`config.mk`:
```
export PLATFORM = sky130hd
export DESIGN_NAME = dpram_access_ctrl
export DESIGN_NICKNAME = d
export VERILOG_FILES = /design/src/rtl/dpram_access_ctrl.sv
export SDC_FILE = /design/constraint.sdc
export NUM_CORES = 1
export LEC_CHECK = 0
export CORE_MARGIN = 2
export CORE_UTILIZATION = 35
export CTS_BUF_LIST = sky130_fd_sc_hd__clkbuf_8 sky130_fd_sc_hd__clkbuf_16
export CTS_CLUSTER_DIAMETER = 50
export DETAILED_ROUTE_END_ITERATION = 8
export PLACE_DENSITY = 0.79
export SETUP_SLACK_MARGIN = 0.15
export SLEW_MARGIN = 20
export SYNTH_ARGS = -nofsm -noshare
export SYNTH_HDL_FRONTEND = slang
export SYNTH_SLANG_ARGS = --single-unit
```
`constraint.sdc`:
```
create_clock -name clk -period 1.8 [get_ports clk]
set_input_delay 0.27 -clock clk [delete_from_list [all_inputs] [get_ports clk]]
set_output_delay 0.27 -clock clk [all_outputs]
set_load 0.05 [all_outputs]
```
`src/rtl/dpram_access_ctrl.sv`:
```
// dpram_access_ctrl: initiator side of a dual-port RAM.
// Two valid/ready request channels (A, B) are registered onto the matching RAM
// ports. Reads return the RAM's registered data two cycles after acceptance.
// Same-address hazards where at least one side writes are resolved by a
// toggling priority, so a stalled port always wins the next conflict.
// Optional feature macro: DPRAM_CTRL_COLL_CNT_EN builds the saturating
// conflict counter; without it coll_cnt is tied to zero.
module dpram_access_ctrl #(
  parameter int ADDR_W = 4,
  parameter int DATA_W = 8
) (
  input  logic              clk,
  input  logic              rst,
  input  logic              a_req_valid,
  output logic              a_req_ready,
  input  logic              a_req_we,
  input  logic [ADDR_W-1:0] a_req_addr,
  input  logic [DATA_W-1:0] a_req_wdata,
  output logic              a_rsp_valid,
  output logic [DATA_W-1:0] a_rsp_rdata,
  input  logic              b_req_valid,
  output logic              b_req_ready,
  input  logic              b_req_we,
  input  logic [ADDR_W-1:0] b_req_addr,
  input  logic [DATA_W-1:0] b_req_wdata,
  output logic              b_rsp_valid,
  output logic [DATA_W-1:0] b_rsp_rdata,
  output logic              ram_w_a,
  output logic [ADDR_W-1:0] ram_add_a,
  output logic [DATA_W-1:0] ram_d_in_a,
  input  logic [DATA_W-1:0] ram_d_out_a,
  output logic              ram_w_b,
  output logic [ADDR_W-1:0] ram_add_b,
  output logic [DATA_W-1:0] ram_d_in_b,
  input  logic [DATA_W-1:0] ram_d_out_b,
  output logic [7:0]        coll_cnt
);

  typedef enum logic {PRIO_A, PRIO_B} prio_t;

  prio_t prio;
  logic  conflict;
  logic  a_acc;
  logic  b_acc;
  logic  a_rd_pend;
  logic  b_rd_pend;

  // A conflict is a same-address pair where at least one side writes.
  assign conflict = a_req_valid & b_req_valid & (a_req_addr == b_req_addr)
                    & (a_req_we | b_req_we);

  // Only the priority holder may proceed during a conflict; nobody is ready in reset.
  assign a_req_ready = ~rst & (~conflict | (prio == PRIO_A));
  assign b_req_ready = ~rst & (~conflict | (prio == PRIO_B));

  assign a_acc = a_req_valid & a_req_ready;
  assign b_acc = b_req_valid & b_req_ready;

  // The RAM already registers its read data, so the response data is passed straight through.
  assign a_rsp_rdata = ram_d_out_a;
  assign b_rsp_rdata = ram_d_out_b;

  // Channel A issue stage: drive RAM port A for one cycle and track pending reads.
  always_ff @(posedge clk or posedge rst) begin
    if (rst) begin
      ram_w_a     <= 1'b0;
      ram_add_a   <= '0;
      ram_d_in_a  <= '0;
      a_rd_pend   <= 1'b0;
      a_rsp_valid <= 1'b0;
    end else begin
      ram_w_a     <= a_acc & a_req_we;
      a_rd_pend   <= a_acc & ~a_req_we;
      a_rsp_valid <= a_rd_pend;
      if (a_acc) begin
        ram_add_a  <= a_req_addr;
        ram_d_in_a <= a_req_wdata;
      end
    end
  end

  // Channel B issue stage: drive RAM port B for one cycle and track pending reads.
  always_ff @(posedge clk or posedge rst) begin
    if (rst) begin
      ram_w_b     <= 1'b0;
      ram_add_b   <= '0;
      ram_d_in_b  <= '0;
      b_rd_pend   <= 1'b0;
      b_rsp_valid <= 1'b0;
    end else begin
      ram_w_b     <= b_acc & b_req_we;
      b_rd_pend   <= b_acc & ~b_req_we;
      b_rsp_valid <= b_rd_pend;
      if (b_acc) begin
        ram_add_b  <= b_req_addr;
        ram_d_in_b <= b_req_wdata;
      end
    end
  end

  // Priority FSM: every conflict hands priority to the port that just lost.
  always_ff @(posedge clk or posedge rst) begin
    if (rst) begin
      prio <= PRIO_A;
    end else begin
      case (prio)
        PRIO_A:  if (conflict) prio <= PRIO_B;
        PRIO_B:  if (conflict) prio <= PRIO_A;
        default: prio <= PRIO_A;
      endcase
    end
  end

`ifdef DPRAM_CTRL_COLL_CNT_EN
  logic [7:0] coll_q;

  // Saturating count of arbitrated conflicts.
  always_ff @(posedge clk or posedge rst) begin
    if (rst) begin
      coll_q <= 8'd0;
    end else if (conflict && (coll_q != 8'hFF)) begin
      coll_q <= coll_q + 8'd1;
    end
  end

  assign coll_cnt = coll_q;
`else
  assign coll_cnt = 8'd0;
`endif

endmodule

```
[Word-level counts from Yosys, hierarchy flattened]
Cells that the tools add are included.
Word-level totals
  bits in registers: 31
  output and inout port bits: 54
  input bits: 46
Operators by class
  bitwise gates (word level): 19
  equal/unequal tests: 1
  muxes and demuxes: 3
Operators with widths (number)
  1-bit AND: 11
  1-bit NOT: 5
  4-bit == test: 1
  1-bit bitwise OR: 3
  1-bit 2-to-1 mux: 2
  1-bit case mux with 2 select lines: 1

[Longest topological paths before layout]
  depth in word-level cells: 8
  gate-level depth with buffers: 8

[Least setup slack after synthesis]
OpenSTA, ideal clock, no wires.
  path kind: in2reg
  start point: in a_req_addr[0]
  end point: reg ram_add_b[0]
  buffers on the path: 1
  data arrival time: 1.898 ns
  stages on the path: 8
  setup slack: -0.223 ns
  setup time: 0.125 ns
  required time: 1.675 ns
  path through: xnor2_1 > o2111ai_1 > nor4_1 > ha_1 > nor2_2 > and2_4 > buf_12 > mux2_4
On the way
  word-level cells in the longest chain between the ends: 7
RTL lines
  from (decl): line 17  | input logic [ADDR_W-1:0] a_req_addr,
  4-bit == test: line 49  | assign conflict = a_req_valid & b_req_valid & (a_req_addr == b_req_addr)
  1-bit AND: line 49
  1-bit AND: line 50  | & (a_req_we | b_req_we);
  1-bit NOT: line 54  | assign b_req_ready = ~rst & (~conflict | (prio == PRIO_B));
  1-bit bitwise OR: line 54
  1-bit AND: line 54
  net b_req_ready: line 22  | output logic b_req_ready,
  1-bit AND: line 57  | assign b_acc = b_req_valid & b_req_ready;
  to (signal assigned): line 95  | ram_add_b <= b_req_addr;
  to (decl): line 33  | output logic [ADDR_W-1:0] ram_add_b,
The timed path passes the listed nets, and every way through them passes these cells.
A chain may end at the register's enable or synchronous reset.

[Final worst setup path]
  start point: in a_req_addr[3]
  end point: out a_req_ready
On the way
  word-level cells in the longest chain between the ends: 6
RTL lines
  4-bit == test: line 49
  1-bit AND: line 49
  1-bit AND: line 50
  1-bit NOT: line 53  | assign a_req_ready = ~rst & (~conflict | (prio == PRIO_A));
  1-bit bitwise OR: line 53
  1-bit AND: line 53
  to (decl): line 15  | output logic a_req_ready,
Every way passes these cells.

==> out/metrics.csv <==
stage,metric,value,unit
status,status,"complete, no violations",
logic_synthesis,flip-flop and latch count after synthesis,31,
setup_path,CP endpoint kind,output pin,
logic_synthesis,Avg Inst Size Synth,14.7,um^2
clock_network,clock sink count,31,
global_route,Overflow after GRT,0,
logic_synthesis,"EDFF count, synth",0,
job,max-cap check violation count,0,
final_layout,fin util,52.4,%
placed_design,gpl congestion,0.699,
timing,setup repair after global routing missed its margin,true,
timing,fin worst setup slack,0.0994,ns
drt,DRC Markers,0,
timing,Final setup viols,0,
pwr,PD cells,1080,nW/um^2
drt,routed len/inst,14.7,um
global_route,first-pass GRT wire length,5000,um
pwr,sequential fraction of design power,37.1,%
setup_path,maximum net fanout on the critical path,2,
logic_synthesis,simple-gate share of the synthesized area,4.31,%
logic_synthesis,Mapped Area,1480,um^2
floorplanning,Total Die Area,4770,um^2
clock_network,TritonCTS buffer count,5,
placed_design,DP HPWL,2280,um
placed_design,dpl cells,194,
timing,max-slew violation count,0,
setup_path,Crit Path Class,primary input to output pin,
logic_synthesis,post-synth top area cell,dfrtp_1,
pwr,Comb power frac,32.9,%
setup_path,CP cell instances,buf_2 -> xor2_2 -> nor4_4 -> ha_2 -> nor2_4 -> buf_6 -> buf_8,
final_layout,post-route cell area,2110,um^2
floorplanning,row count,23,
global_route,largest net degree at the start of global routing,32,
floorplanning,starting density of the core,36.8,%
final_layout,Area growth syn-to-layout,42.6,%
logic_synthesis,library cells used by synthesis,16,
pwr,Leak,1.02,nW
placed_design,post-place setup slack,-0.545,ns
global_route,grt peak-use layer,met2,
drt,First DRT Iteration DRCs,42,
logic_synthesis,sequential-to-total area share from yosys stat,52.4,%
logic_synthesis,"count leader, synth",dfrtp_1,
timing,skew final,0.00631,ns
logic_synthesis,top cells by instance count after synthesis,"31 x dfrtp_1, 24 x buf_4, 18 x mux2_4",
global_route,initial antenna violation count,0,
timing,endpoints failing hold,0,
global_route,overall global routing resource usage,13.3,%
logic_synthesis,Cells after Synth,101,
setup_path,crit path buf inv count,3,
logic_synthesis,share of the synthesized area in the top cell type,52.4,%
clock_network,clk slew on worst S/H paths,0.07,ns
logic_synthesis,Async SR Flop Fraction,100,%
setup_path,Worst path slowest cell,nor4_4,
final_layout,FILL cells,352,
setup_path,CP peak stage delay,0.29,ns
floorplanning,die width,69.1,um
setup_path,Crit path max-delay family,buffers and inverters,
clock_network,CTS H-tree depth,2,
final_layout,ant diodes,0,
min_path,worst hold path type,primary input to flip-flop,
logic_synthesis,Ys Warns,0,
setup_path,required time of the worst setup path,1.53,ns
global_route,met3 usage,4.68,%
logic_synthesis,main combinational cell family by area after synthesis,multiplexers,
floorplanning,core box area,4030,um^2
pwr,internal power,1.51,mW
pwr,clock share of power,30.0,%
timing,final critical-path share of the clock period,94.5,%
final_layout,nets,199,
floorplanning,chip height,69.1,um
final_layout,Post-Layout Cell Count,202,
floorplanning,boundary pin count,100,
drt,via count,874,
pwr,Psw,0.773,mW
drt,first-pass detailed-route iteration total,3,
pwr,Total Power,2.28,mW
global_route,M2 GR Usage,23.0,%
clock_network,cts hold-fix bufs,0,
clock_network,Max Root-Sink Buffers,2,
global_route,vias in the first global route,976,
timing,Final min period,1.70,ns
logic_synthesis,ys flop type,dfrtp_1,
drt,Final ANT Viol Nets,0,
setup_path,Crit path arrival time,1.43,ns
global_route,grt met1 use,15.3,%
placed_design,Port Buffers,59,
clock_network,Root Buffer,clkbuf_8,
logic_synthesis,Post-Synth Adder-Cell Area,1.69,%
logic_synthesis,synthesized-area fraction occupied by xor and xnor cells,2.36,%
logic_synthesis,mux cell area share after synthesis,22.8,%
final_layout,share of layout cells above drive strength 1,40.8,%
logic_synthesis,synth top area cells,"dfrtp_1 52%, mux2_4 18%, buf_4 12%, mux2_2 4.6%, buf_12 2.7%",
timing,FMAX,0.588,GHz
clock_network,worst-skew pair later-pin latency,0.27,ns
pwr,Sw Share,33.9,%
setup_path,Setup crit start kind,primary input,
logic_synthesis,Compound-Gate Fraction of Synth Area,0.591,%
pwr,Worst VDD drop,528,uV
clock_network,CTS tree,built,
drt,via/cell ratio,4.33,
placed_design,placed cell areas,2000,um^2
drt,"wirelength, routed",2970,um
layout make-up:
cell class / instances / area (um^2) / area share (%)
flip-flops and latches: 31 / 776 / 36.7
well taps: 50 / 62.6 / 2.96
clock inverters: 2 / 35.0 / 1.66
inverters: 3 / 11.3 / 0.533
multi-input cells: 48 / 582 / 27.5
repair buffers: 62 / 563 / 26.7
clock buffers: 6 / 82.6 / 3.91
power groups by stage:
| stage | Clock [mW] | Sequential [mW] | Combinational, mW |
|---|---|---|---|
| floorplan | 0 | 1.16 | 0.338 |
| global placement | 0 | 0.857 | 0.796 |
| detailed placement | 0 | 0.859 | 0.809 |
| CTS | 0.703 | 0.848 | 0.754 |
| global route | 0.735 | 0.863 | 0.786 |
| finish | 0.686 | 0.847 | 0.751 |
stage by stage:
stage | setup TNS (ns) | hold slack [ns]
floorplan | -0.164 | 0.331
global placement | -13.06 | 0.331
detailed placement | -15.05 | 0.335
CTS | 0 | 0.232
global route | 0 | 0.191
finish | 0 | 0.187
state kept, by name, summed over array words and instances (netlist names):
signal / count
b_rd_pend: 1
ram_add_b: 4
ram_d_in_a: 8
a_rsp_valid: 1
b_rsp_valid: 1
ram_add_a: 4
ram_w_a: 1
a_rd_pend: 1
ram_d_in_b: 8
prio: 1
ram_w_b: 1
cell usage in the layout, fill, tap and decap left out, drive strengths merged, types with 2 or more instances in the layout:
cell type      synthesis  layout
xor2                   3       3
ha                     2       2
clkdlybuf4s50          0      17
mux2                  24      24
and3                   2       2
buf                   26      12
conb                   1       8
dlygate4sd2            0      28
inv                    3       3
dfrtp                 31      31
clkbuf                 0      11
nor2                   2       2
and2                   2       2
nor2b                  2       2
worst register-to-register path: cells and delay by family (launching register included):
| family | cells | cell delay (ns) |
|---|---|---|
| flops | 1 | 0.36 |
| fa+ha+maj | 1 | 0.17 |
| mux | 1 | 0.37 |
| simple gates | 2 | 0.42 |
| buf+inv | 1 | 0.05 |
layer usage:
layer	wire, um	vias to the layer above
met5	0	-
met4	19	0
met3	223	2
met2	1610	50
met1	1110	426
li1	-	396
worst paths after layout:
check | depth (start not counted) | slack, ns | from | endpoint
worst max-delay path | 7 | 0.1 | a_req_addr[3] | a_req_ready
worst min-delay path | 2 | 0.19 | b_req_we | b_rd_pend$_DFF_PP0_
worst max register to register | 5 | 0.32 | prio$_DFF_PP0_ | ram_d_in_b[4]$_DFFE_PP0P_
worst min register to register | 0 | 0.35 | a_rd_pend$_DFF_PP0_ | a_rsp_valid$_DFF_PP0_
max in group asynchronous | 3 | 0.98 | rst | ram_add_a[2]$_DFFE_PP0P_
min in group asynchronous | 3 | 0.54 | rst | ram_d_in_b[7]$_DFFE_PP0P_
logic make-up after synthesis:
| family | after synthesis |
|---|---|
| DFF | 31 |
| buffers and inverters | 29 |
| muxes | 24 |
| and+or+nand+nor | 9 |
| xor gates and xnor gates | 4 |
| adders and majority gates | 2 |
| other | 1 |
| AOI/OAI and AO/OA | 1 |
repair_timing:
action,in CTS,in global routing
setup buffers,0,0
pin swaps,7,5
setup endpoints to repair,57,26
gates resized for setup,73,13
No activity file was read; power rests on OpenSTA's default activity.
